## src/rtl/fifo_pkt_pkg.sv

```systemverilog
// Shared types and helpers for the packet FIFO: FSM encoding, Gray conversion, counter width.
package fifo_pkt_pkg;

  localparam int DROP_CNT_W = 16;
  // Widest pointer supported (ADDR_WIDTH up to 10, plus the wrap bit)
  localparam int PTR_MAX_W  = 11;

  typedef enum logic [1:0] {
    IDLE  = 2'd0,
    WRITE = 2'd1,
    DROP  = 2'd2
  } state_t;

  function automatic logic [PTR_MAX_W-1:0] bin2gray(input logic [PTR_MAX_W-1:0] b);
    return b ^ (b >> 1);
  endfunction

  function automatic logic [PTR_MAX_W-1:0] gray2bin(input logic [PTR_MAX_W-1:0] g);
    logic [PTR_MAX_W-1:0] b;
    b[PTR_MAX_W-1] = g[PTR_MAX_W-1];
    for (int i = PTR_MAX_W-2; i >= 0; i--) begin
      b[i] = b[i+1] ^ g[i];
    end
    return b;
  endfunction

endpackage

```

## src/rtl/fifo_pkt_gray_sync.sv

```systemverilog
// Brings the reader's Gray pointer into the write domain through a flop chain
// and presents it as binary; the chain resets to zero with the write side.
module fifo_pkt_gray_sync
  import fifo_pkt_pkg::*;
#(
  parameter int W      = 5,
  parameter int STAGES = 2
) (
  input  logic         wr_clk,
  input  logic         asyn_rst,
  input  logic [W-1:0] gray,
  output logic [W-1:0] rp
);

  logic [W-1:0] sync_q [STAGES];

  always_ff @(posedge wr_clk or posedge asyn_rst) begin
    if (asyn_rst) begin
      for (int i = 0; i < STAGES; i++) sync_q[i] <= '0;
    end else begin
      sync_q[0] <= gray;
      for (int i = 1; i < STAGES; i++) sync_q[i] <= sync_q[i-1];
    end
  end

  assign rp = W'(gray2bin(PTR_MAX_W'(sync_q[STAGES-1])));

endmodule

```

## src/rtl/fifo_pkt_wr_ctrl.sv

```systemverilog
// Packet FIFO write controller: writes beats at a tentative pointer and publishes
// the pointer (Gray, registered) only on a clean eop; bad packets are rewound and counted.
module fifo_pkt_wr_ctrl
  import fifo_pkt_pkg::*;
#(
  parameter int ADDR_WIDTH  = 4,
  parameter int DATA_WIDTH  = 8,
  parameter int SYNC_STAGES = 2
) (
  input  logic                  wr_clk,
  input  logic                  asyn_rst,
  input  logic [DATA_WIDTH-1:0] s_data,
  input  logic                  s_valid,
  input  logic                  s_sop,
  input  logic                  s_eop,
  input  logic                  s_err,
  output logic                  s_ready,
  output logic [DATA_WIDTH-1:0] ram_wr_data,
  output logic [ADDR_WIDTH-1:0] ram_wr_addr,
  output logic                  ram_wr_en,
  input  logic [ADDR_WIDTH:0]   rd_ptr_gray_i,
  output logic [ADDR_WIDTH:0]   wr_ptr_gray_o,
  output logic [ADDR_WIDTH:0]   wr_level,
  output logic                  pkt_commit,
  output logic [DROP_CNT_W-1:0] pkt_drop_cnt
);

  localparam int PW = ADDR_WIDTH + 1;
  localparam logic [PW-1:0] DEPTH = {1'b1, {ADDR_WIDTH{1'b0}}};

  state_t        state, state_nxt;
  logic [PW-1:0] wp_tmp, wp_tmp_nxt;
  logic [PW-1:0] wp_cmt, wp_cmt_nxt;
  logic [PW-1:0] rp;
  logic [PW-1:0] wr_ptr;
  logic          wr_en_nxt;
  logic          commit;
  logic [1:0]    drop_inc;
  logic          ready_nxt;
  logic          acc;
  logic          tmp_full;
  logic [DROP_CNT_W:0] drop_sum;

  fifo_pkt_gray_sync #(
    .W      (PW),
    .STAGES (SYNC_STAGES)
  ) u_rp_sync (
    .wr_clk   (wr_clk),
    .asyn_rst (asyn_rst),
    .gray     (rd_ptr_gray_i),
    .rp       (rp)
  );

  assign acc      = s_valid & s_ready;
  assign tmp_full = (wp_tmp - rp) == DEPTH;

  always_comb begin
    state_nxt  = state;
    wp_tmp_nxt = wp_tmp;
    wp_cmt_nxt = wp_cmt;
    wr_ptr     = wp_tmp;
    wr_en_nxt  = 1'b0;
    commit     = 1'b0;
    drop_inc   = 2'd0;
    if (acc) begin
      case (state)
        IDLE: begin
          if (s_sop) begin
            wr_en_nxt = 1'b1;
            if (!s_eop) begin
              wp_tmp_nxt = wp_tmp + 1'b1;
              state_nxt  = WRITE;
            end else if (s_err) begin
              drop_inc = 2'd1;
            end else begin
              commit     = 1'b1;
              wp_tmp_nxt = wp_tmp + 1'b1;
              wp_cmt_nxt = wp_tmp + 1'b1;
            end
          end
        end
        WRITE: begin
          if (s_sop) begin
            // Restart: old packet is abandoned, new one begins at the committed pointer
            drop_inc  = 2'd1;
            wr_en_nxt = 1'b1;
            wr_ptr    = wp_cmt;
            if (!s_eop) begin
              wp_tmp_nxt = wp_cmt + 1'b1;
            end else if (s_err) begin
              drop_inc   = 2'd2;
              wp_tmp_nxt = wp_cmt;
              state_nxt  = IDLE;
            end else begin
              commit     = 1'b1;
              wp_tmp_nxt = wp_cmt + 1'b1;
              wp_cmt_nxt = wp_cmt + 1'b1;
              state_nxt  = IDLE;
            end
          end else if (tmp_full) begin
            drop_inc   = 2'd1;
            wp_tmp_nxt = wp_cmt;
            state_nxt  = s_eop ? IDLE : DROP;
          end else begin
            wr_en_nxt = 1'b1;
            if (!s_eop) begin
              wp_tmp_nxt = wp_tmp + 1'b1;
            end else if (s_err) begin
              drop_inc   = 2'd1;
              wp_tmp_nxt = wp_cmt;
              state_nxt  = IDLE;
            end else begin
              commit     = 1'b1;
              wp_tmp_nxt = wp_tmp + 1'b1;
              wp_cmt_nxt = wp_tmp + 1'b1;
              state_nxt  = IDLE;
            end
          end
        end
        DROP: begin
          if (s_eop) state_nxt = IDLE;
        end
        default: state_nxt = IDLE;
      endcase
    end
  end

  // A stale rp only overstates fullness, so registering ready from it stays safe
  assign ready_nxt = (state_nxt != IDLE) || ((wp_cmt_nxt - rp) != DEPTH);
  assign drop_sum  = {1'b0, pkt_drop_cnt} + {{(DROP_CNT_W-1){1'b0}}, drop_inc};

  always_ff @(posedge wr_clk or posedge asyn_rst) begin
    if (asyn_rst) begin
      state         <= IDLE;
      wp_tmp        <= '0;
      wp_cmt        <= '0;
      s_ready       <= 1'b0;
      ram_wr_en     <= 1'b0;
      ram_wr_addr   <= '0;
      ram_wr_data   <= '0;
      wr_ptr_gray_o <= '0;
      wr_level      <= '0;
      pkt_commit    <= 1'b0;
      pkt_drop_cnt  <= '0;
    end else begin
      state         <= state_nxt;
      wp_tmp        <= wp_tmp_nxt;
      wp_cmt        <= wp_cmt_nxt;
      s_ready       <= ready_nxt;
      ram_wr_en     <= wr_en_nxt;
      if (wr_en_nxt) begin
        ram_wr_addr <= wr_ptr[ADDR_WIDTH-1:0];
        ram_wr_data <= s_data;
      end
      wr_ptr_gray_o <= PW'(bin2gray(PTR_MAX_W'(wp_cmt)));
      wr_level      <= wp_cmt - rp;
      pkt_commit    <= commit;
      pkt_drop_cnt  <= drop_sum[DROP_CNT_W] ? {DROP_CNT_W{1'b1}} : drop_sum[DROP_CNT_W-1:0];
    end
  end

endmodule

```

## config.mk

```make
export PLATFORM = sky130hd
export DESIGN_NAME = fifo_pkt_wr_ctrl
export DESIGN_NICKNAME = d
export VERILOG_FILES = /design/src/rtl/fifo_pkt_pkg.sv /design/src/rtl/fifo_pkt_gray_sync.sv /design/src/rtl/fifo_pkt_wr_ctrl.sv
export SDC_FILE = /design/constraint.sdc
export NUM_CORES = 1
export LEC_CHECK = 0
export BUFFER_PORTS_ARGS = -buffer_cell sky130_fd_sc_hd__buf_2
export CORE_ASPECT_RATIO = 2
export CORE_UTILIZATION = 30
export DETAILED_ROUTE_END_ITERATION = 6
export MAX_ROUTING_LAYER = met4
export SYNTH_ARGS = -nofsm -noshare
export SYNTH_HDL_FRONTEND = slang
export SYNTH_SLANG_ARGS = --single-unit
```

## constraint.sdc

```tcl
create_clock -name wr_clk -period 11.8 [get_ports wr_clk]
set_clock_uncertainty 0.2 [all_clocks]
set_input_delay 3.54 -clock wr_clk [delete_from_list [all_inputs] [get_ports wr_clk]]
set_output_delay 3.54 -clock wr_clk [all_outputs]
set_load 0.1 [all_outputs]
```

After elaboration in Yosys (flattened, before gate mapping):

Index checks and enable logic that the tools add are counted.

* flip-flop bits (word level): 63
* input bits: 19
* word-level logic and storage cells: 86

* $add $sub $neg: 6
* equality and inequality tests: 6
* muxes and demuxes: 50
* bitwise logic cells: 6
* reduce and logical (&&, ||, !) cells: 5

Operators with widths (count)
* 5-bit two-way mux: 15
* 2-bit two-way mux: 14
* 5-bit one-hot mux with 2 select lines: 2
* 16-bit by 2-bit adder with 17-bit output: 1
* 16-bit two-way mux: 1
* 5-bit subtractor: 3
* 4-bit two-way mux: 3
* 1-bit two-way mux: 11
* 5-bit by 1-bit adder with 5-bit output, second input constant: 2
* 2-bit one-hot mux with 3 select lines: 1
* 5-bit equality test, second input constant: 1
* 5-bit != test, second input constant: 1
* 5-bit by 4-bit bitwise XOR with 5-bit output: 1
* 1-bit one-hot mux with 2 select lines: 2
* 2-bit one-hot mux with 2 select lines: 1
* 4-bit AND reduction: 1
* 2-bit nonzero test: 2
* 1-bit bitwise XOR: 4
* 3-bit != test, second input constant: 1
* 2-bit by 1-bit equality test with 1-bit output, second input constant: 1
* 2-bit equality test, second input constant: 1
* 2-bit logical NOT: 1
* 2-bit != test, second input constant: 1
* 1-bit bitwise AND: 1
* 1-bit logical OR: 1

Logic depth before layout (Yosys ltp):

Gate-level depths: netlist (run 1).

* depth in word-level cells: 13
* gate-level depth with buffers: 21

Modules after synthesis:

Synthesis (run 1) repeated with hierarchy kept, for this count alone.

* cell total of the unflattened synthesis: 359
* area, all modules: 3653.5 um2

By module, submodules not included
* fifo_pkt_wr_ctrl: instances 1, cells each 342, area an instance 3326.9 um2, sequential area each 1326.3 um2
* fifo_pkt_gray_sync: instances 1, cells each 17, area an instance 326.6 um2, sequential area each 250.2 um2

Least setup slack after synthesis (run 1):

No wires, ideal clock.

* path type: input port to flip-flop
* from: in s_eop
* to: reg pkt_drop_cnt[13]
* library setup time: 68 ps
* data arrival time: 6606 ps
* data required time: 11532 ps
* path slack: 4926 ps
* cell stages on the path: 16
* cells stage by stage: clkbuf_1 -> and2_0 -> clkbuf_1 -> nand2_1 -> xnor2_1 -> o311a_1 -> ha_1 -> inv_1 -> fa_1 -> and3b_1 -> and3_1 -> nand4_1 -> nor2_1 -> nand3_1 -> clkbuf_1 -> nand2_1

* word-level cells in the longest chain between the ends: 7
* elaborated cells between the ends (all ways): 9
* classes of those cells: add/sub: 1; mux: 8

RTL lines
* from (decl): line fifo_pkt_wr_ctrl.sv:15 `input logic s_eop,`
* 2-bit two-way mux: line fifo_pkt_wr_ctrl.sv:106 `if (!s_eop) begin`
* 2-bit two-way mux: line fifo_pkt_wr_ctrl.sv:100 `end else if (tmp_full) begin`
* 2-bit two-way mux: line fifo_pkt_wr_ctrl.sv:83 `if (s_sop) begin`
* 2-bit one-hot mux with 2 select lines (*): line fifo_pkt_wr_ctrl.sv:66 `case (state)`
* 2-bit two-way mux (*): line fifo_pkt_wr_ctrl.sv:65 `if (acc) begin`
* 16-bit by 2-bit adder with 17-bit output (*): line fifo_pkt_wr_ctrl.sv:130 `assign drop_sum = {1'b0, pkt_drop_cnt} + {{(DROP_CNT_W-1){1'b0}}, drop_inc};`
* 16-bit two-way mux (*): line fifo_pkt_wr_ctrl.sv:158 `pkt_drop_cnt <= drop_sum[DROP_CNT_W] ? {DROP_CNT_W{1'b1}} : drop_sum[DROP_CNT_W-1:0];`
* to (signal assigned): line fifo_pkt_wr_ctrl.sv:158
* to (decl): line fifo_pkt_wr_ctrl.sv:25 `output logic [DROP_CNT_W-1:0] pkt_drop_cnt`

Every way passes the cells marked *; elsewhere a longest branch is shown, timed or not.
A chain may end at the register's enable or synchronous reset.

Worst setup path after layout (run 1):

* from: in s_eop
* to: reg pkt_drop_cnt[5]

Same word-level chain as after synthesis.

==> results.yml, run 1 <==
timing:
  finalCriticalPeriod_ps: 6950
  worstMarginPinSlew_ps: 1060
  report.final.slew_viol_count: 0
  setup_viol: 0
  maxSlewHeadroom: 0.286
  fin_crit_sh: 0.589
  fin_tns_setup_ps: 0
  holdWs_ps: 148
  rsz0062_at_grt: "no"
  finalHoldViolCount: 0
  fmax_ghz: 0.144
synthesis:
  synth_area_leaders: "dfrtp_1, ha_1, xor2_1, nand2_1, mux2_4"
  synthCells: 360
  synthFlopType: "dfrtp_1"
  synth.top_cell.area_share: 0.436
  synth_seq_cells: 63
  synth_largest_area_cell: "dfrtp_1"
  synth.most_common_cell: "dfrtp_1"
  ys_types: 61
  synth_nets: 395
  synth_common_cells: "dfrtp_1, nand2_1, nor2_1, xor2_1"
  synth_area_per_cell_um2: 10.0
  synth-seq-area-share: 0.436
  ys_warn_count: 0
  synth_edf_count: 0
  async_flop_share: 1.00
  synthesis.area_um2: 3610
global_routing:
  first_global_vias: 3126
  antenna_found_initial: 0
  grt_pass1_wl_um: 16300
  gr-total-overflow: 0
  grt_max_degree: 64
  track_usage: 0.184
floorplan:
  die_w_um: 79.6
  die_y_um: 157
  initial_core_util: 0.309
  dieArea_um2: 12500
  core_um2: 11700
  ios: 60
  row_count: 56
worst_setup_path:
  crit_type: "in2reg"
  r2r_end: "pkt_drop_cnt[5]"
  startpoint_type: "input pin"
  critPathSlowestCell: "and2_0"
  rrSetupSlack_ps: 6180
  critPathMaxStageDelay_ps: 600
  crit_fanout: 14
  crit_chain: "buf_2 -> and2_0 -> nand2_1 -> xnor2_1 -> o311a_1 -> ha_1 -> inv_1 -> fa_1 -> and3b_1 -> and3_1 -> nand4_1 -> nor2_1 -> nand3_1 -> o21ai_0"
  required_ps: 11860
  worst-path-buf-inv: 2
  endpoint_kind: "flip-flop"
  crit_arrival_ps: 7010
  cpLargestDelayFamily: "simple AND/OR/NAND/NOR gates"
  rr_startpoint: "u_rp_sync.rp[4]"
  ff2ff_path_depth: 18
cts:
  cts_max_level: 3
  cts_tree: "built"
  cts_max_path_buffers: 2
  ctsResizeCount: 0
  numCtsBuffers: 9
  post_cts_buffers: 0
  hold_buffers: 0
  cts_root_buf: "clkbuf_16"
  insertion_delay_ps: 340
  cts_sinks: 63
  clkTransAtPathRegs_ps: 60
hold_path:
  hold_path_class: "reg2reg"
  min_to: "u_rp_sync.sync_q[0]"
  hp-start: "u_rp_sync.sync_q[5]"
  min_path_cells: 0
layout:
  final_nets: 450
  seq_area_um2: 1580
  drive_gt1_frac: 0.224
  area_growth_pct: 19.7
  num_antenna_cells: 0
  fill_cells: 1169
  multiInputGateArea_um2: 1900
drt:
  via_per_inst: 5.33
  drtIter0Drc: 133
  drt_first_pass_iters: 6
  vias: 3014
  drt_wl_total_um: 10400
  drc_errors: 0
  wire_per_inst_um: 18.4
  ant_nets: 0
place:
  port_buffers: 59
  place.detailed.hpwl_um: 7810
  gp_congestion: 1.05
power_and_ir_drop:
  p_per_area_nw_per_um2: 313
  ir_drop_v: 0.000173
  leakage_uw: 0.00204
job:
  max_cap_violations: 0
run_status:
  run_status: "complete, no violations"
## through the flow
step / instance area [µm²] / setup WS (ps) / power, µW / cells / utilization
2_1_floorplan: 3610 / 4930 / 930 / 360 / -
3_3_place_gp: 4020 / 4540 / 1070 / 549 / 0.343
3_5_place_dp: 4020 / 4460 / 1080 / 549 / 0.343
4_1_cts: 4320 / 4800 / 1360 / 565 / 0.370
5_1_grt: 4320 / 4440 / 1420 / 565 / 0.370
6_report: 4320 / 4850 / 1360 / 565 / 0.370
## area by class of cell
class	instances	area share
timing repair buffer	61	0.0718
sequential	63	0.365
inverter	14	0.0122
tap	145	0.0420
multi-input combinational	266	0.439
clock buffer	9	0.0521
clock inverter	7	0.0185
## worst register-to-register path, delay by kind of cell (launching register included)
kind / cells / cell delay (ps)
compound gates: 4 / 1070
xor+xnor: 4 / 1280
fa+ha+maj: 3 / 810
buf+inv: 2 / 300
flops: 1 / 530
simple gates: 5 / 1340
## layer usage
layer / wire, µm / part of all wire / GRT usage
met5: 0 / 0 / -
met4: 535 / 0.052 / 0.130
met3: 509 / 0.049 / 0.0412
met2: 5850 / 0.56 / 0.329
met1: 3490 / 0.34 / 0.167
## sequential cells by signal, summed over array words and instances (netlist names)
| register | count |
|---|---|
| u_rp_sync.sync_q | 9 |
| pkt_commit | 1 |
| ram_wr_addr | 4 |
| wr_ptr_gray_o | 5 |
| wp_tmp | 5 |
| wr_level | 5 |
| ram_wr_en | 1 |
| s_ready | 1 |
| pkt_drop_cnt | 16 |
| state | 2 |
| ram_wr_data | 8 |
| wp_cmt | 5 |
| u_rp_sync.rp | 1 |
## cells in the final DEF, fill, tap and decap left out, drive strengths merged, types with 2 or more instances in the layout
cell type,count
nand2b,5
a21o,4
nand3,15
nor2,21
or3,9
o21ai,17
and3b,2
o211ai,5
nor3,6
o21a,4
nor4,3
and2,4
dfrtp,63
clkbuf,9
a221oi,4
or2,2
a2111o,2
inv,17
xor2,18
ha,15
and4,2
and3,2
a21oi,14
nor2b,5
a31oi,5
a211oi,2
a32oi,2
nand4,4
mux2i,5
clkinvlp,2
nand3b,2
maj3,2
nand2,38
mux2,17
xnor2,13
buf,61
## power by group
group / leakage, µW / switching, µW / internal [µW] / total, µW
combinational: 0.00112 / 536 / 182 / 718
sequential: 0.000780 / 84.3 / 280 / 364
clock: 0.000143 / 107 / 166 / 273
## worst max path at each step
| stage | start | endpoint | slack, ps | cells past startpoint |
|---|---|---|---|---|
| 6_report | s_eop | pkt_drop_cnt[5] | 4850 | 14 |
| 5_1_grt | s_eop | pkt_drop_cnt[5] | 4440 | 14 |
| 4_1_cts | s_eop | pkt_drop_cnt[5] | 4800 | 14 |
| 3_5_place_dp | s_eop | pkt_drop_cnt[5] | 4460 | 14 |
| 3_3_place_gp | s_eop | pkt_drop_cnt[5] | 4540 | 14 |
| 2_1_floorplan | s_eop | pkt_drop_cnt[13] | 4930 | 16 |
## logic make-up (layout without fill, tap and decap cells)
kind of cell	after synthesis	after routing	share of synthesized area
AO/OA/AOI/OAI	72	72	0.138
XOR/XNOR	32	32	0.0814
adder cells (fa/ha/maj)	18	18	0.0630
buffers and inverters	31	91	0.0384
flip-flops	63	63	0.436
multiplexers	22	22	0.0751
AND/OR/NAND/NOR	122	122	0.168
Note: power is estimated with default switching activity, not from simulation.
==> run 2: changes to the inputs <==
==> constraint.sdc (replaced) <==
create_clock -name wr_clk -period 6 [get_ports wr_clk]
set_clock_uncertainty 0.2 [all_clocks]
set_input_delay 1.8 -clock wr_clk [delete_from_list [all_inputs] [get_ports wr_clk]]
set_output_delay 1.8 -clock wr_clk [all_outputs]
set_load 0.1 [all_outputs]
==> results.yml, run 2 (same netlist as run 1, synthesis figures left out) <==
global_routing:
  first_global_vias: 3260
  grt_max_degree: 64
  antenna_found_initial: 0
  gr-total-overflow: 0
  track_usage: 0.190
  grt_pass1_wl_um: 17000
floorplan:
  ios: 60
  die_y_um: 157
  row_count: 56
  die_w_um: 79.6
  dieArea_um2: 12500
  initial_core_util: 0.309
  core_um2: 11700
drt:
  via_per_inst: 5.30
  drc_errors: 0
  drtIter0Drc: 102
  drt_wl_total_um: 10400
  vias: 3028
  wire_per_inst_um: 18.3
  ant_nets: 0
  drt_first_pass_iters: 5
layout:
  reg_top3: "pkt_drop_cnt x16, u_rp_sync.sync_q x9, ram_wr_data x8"
  final_nets: 456
  multiInputGateArea_um2: 1900
  area_growth_pct: 20.8
  largest_register_ffs: 16
  layout_common_cells: "dfrtp_1, buf_2, nand2_1"
  num_antenna_cells: 0
  stdcell_count: 571
  final_common_cell: "dfrtp_1"
  regMostFlops: "pkt_drop_cnt"
  drive_gt1_frac: 0.232
  fill_cells: 1179
  seq_area_um2: 1580
cts:
  cts_root_buf: "clkbuf_16"
  numCtsBuffers: 9
  cts_max_path_buffers: 2
  insertion_delay_ps: 330
  post_cts_buffers: 0
  hold_buffers: 0
  cts_sinks: 63
  cts_tree: "built"
  clkTransAtPathRegs_ps: 60
  ctsResizeCount: 0
  cts_max_level: 3
run_status:
  run_status: "complete, no violations"
worst_setup_path:
  endpoint_kind: "flip-flop"
  crit_arrival_ps: 5340
  rrSetupSlack_ps: 710
  critPathSlowestCell: "xnor3_1"
  critPathLaunch: "u_rp_sync.rp[4]"
  rr_startpoint: "u_rp_sync.rp[4]"
  crit_type: "reg2reg"
  startpoint_type: "flip-flop"
  critPathMaxStageDelay_ps: 540
  r2r_end: "pkt_drop_cnt[0]"
  required_ps: 6050
  crit_fanout: 13
  crit_chain: "xnor3_1 -> xor2_1 -> xnor2_1 -> ha_1 -> xnor2_1 -> a2111o_1 -> a221oi_2 -> o311a_1 -> ha_1 -> inv_1 -> fa_1 -> and3b_1 -> and3_1 -> nand4_1 -> nor2_1 -> nand3_1 -> nand2b_1"
  ff2ff_path_depth: 17
place:
  port_buffers: 59
  gp_congestion: 0.977
  dpl.cell_count: 555
  place.detailed.hpwl_um: 7900
power_and_ir_drop:
  p_sw_frac: 0.531
  leakage_uw: 0.00207
  intPower_uw: 1250
  p_switching_uw: 1410
  p_clk_frac: 0.196
  p_per_area_nw_per_um2: 609
  ir_drop_v: 0.000395
  p_total_uw: 2660
  combPwrFrac: 0.534
  seq_power_share: 0.270
timing:
  maxSlewHeadroom: 0.305
  setup_viol: 0
  rsz0062_at_grt: "no"
  fin_crit_sh: 0.882
  finalCriticalPeriod_ps: 5290
  finalHoldViolCount: 0
  report.final.slew_viol_count: 0
  fin_tns_setup_ps: 0
  worstMarginPinSlew_ps: 1040
  fmax_ghz: 0.189
hold_path:
  hold_path_class: "reg2reg"
  min_to: "u_rp_sync.sync_q[2]"
  min_path_cells: 0
  hp-start: "u_rp_sync.sync_q[7]"
job:
  max_cap_violations: 0
run 2: through the flow:
stage                      util  area [µm²]  hold slack (ps)  setup WS [ps]
final                     0.373        4360              144            710
after global placement    0.347        4060              134            836
after CTS                 0.373        4360              145            656
after global routing      0.373        4360              144            244
after floorplan               -        3610              131            866
after detailed placement  0.347        4060              136            695
run 2: routing by layer:
metal / track usage / wire (µm) / vias up
met5: - / 0 / -
met4: 0.143 / 650 / 0
met3: 0.0319 / 384 / 45
met2: 0.343 / 5810 / 111
met1: 0.171 / 3590 / 1469
li1: - / - / 1403
run 2: critical path, delay by kind of cell, from the launching register on:
family	cells	cell delay, ps
simple gates	6	1500
xor+xnor	4	1230
compound gates	3	920
fa+ha+maj	3	780
flops	1	500
buf+inv	1	50
run 2: cell type report:
cell class	count	area share
Inverter	14	0.0120
Clock inverter	5	0.0132
Tap cell	145	0.0416
Timing Repair Buffer	67	0.0814
Sequential cell	63	0.361
Multi-Input combinational cell	266	0.435
Clock buffer	11	0.0556
run 2: worst max path at each step:
stage                             to  slack, ps  cells after the start
floorplan           pkt_drop_cnt[13]        870                     16
global placement     pkt_drop_cnt[5]        840                     17
detailed placement   pkt_drop_cnt[5]        700                     17
CTS                  pkt_drop_cnt[0]        660                     17
global route         pkt_drop_cnt[0]        240                     17
finish               pkt_drop_cnt[0]        710                     17
run 2: power by group through the flow:
stage | clock network (µW) | logic (µW) | registers, µW
finish | 522 | 1420 | 718
global route | 553 | 1510 | 736
detailed placement | 0 | 1410 | 720
floorplan | 0 | 572 | 1260
CTS | 537 | 1420 | 715
global placement | 0 | 1400 | 721
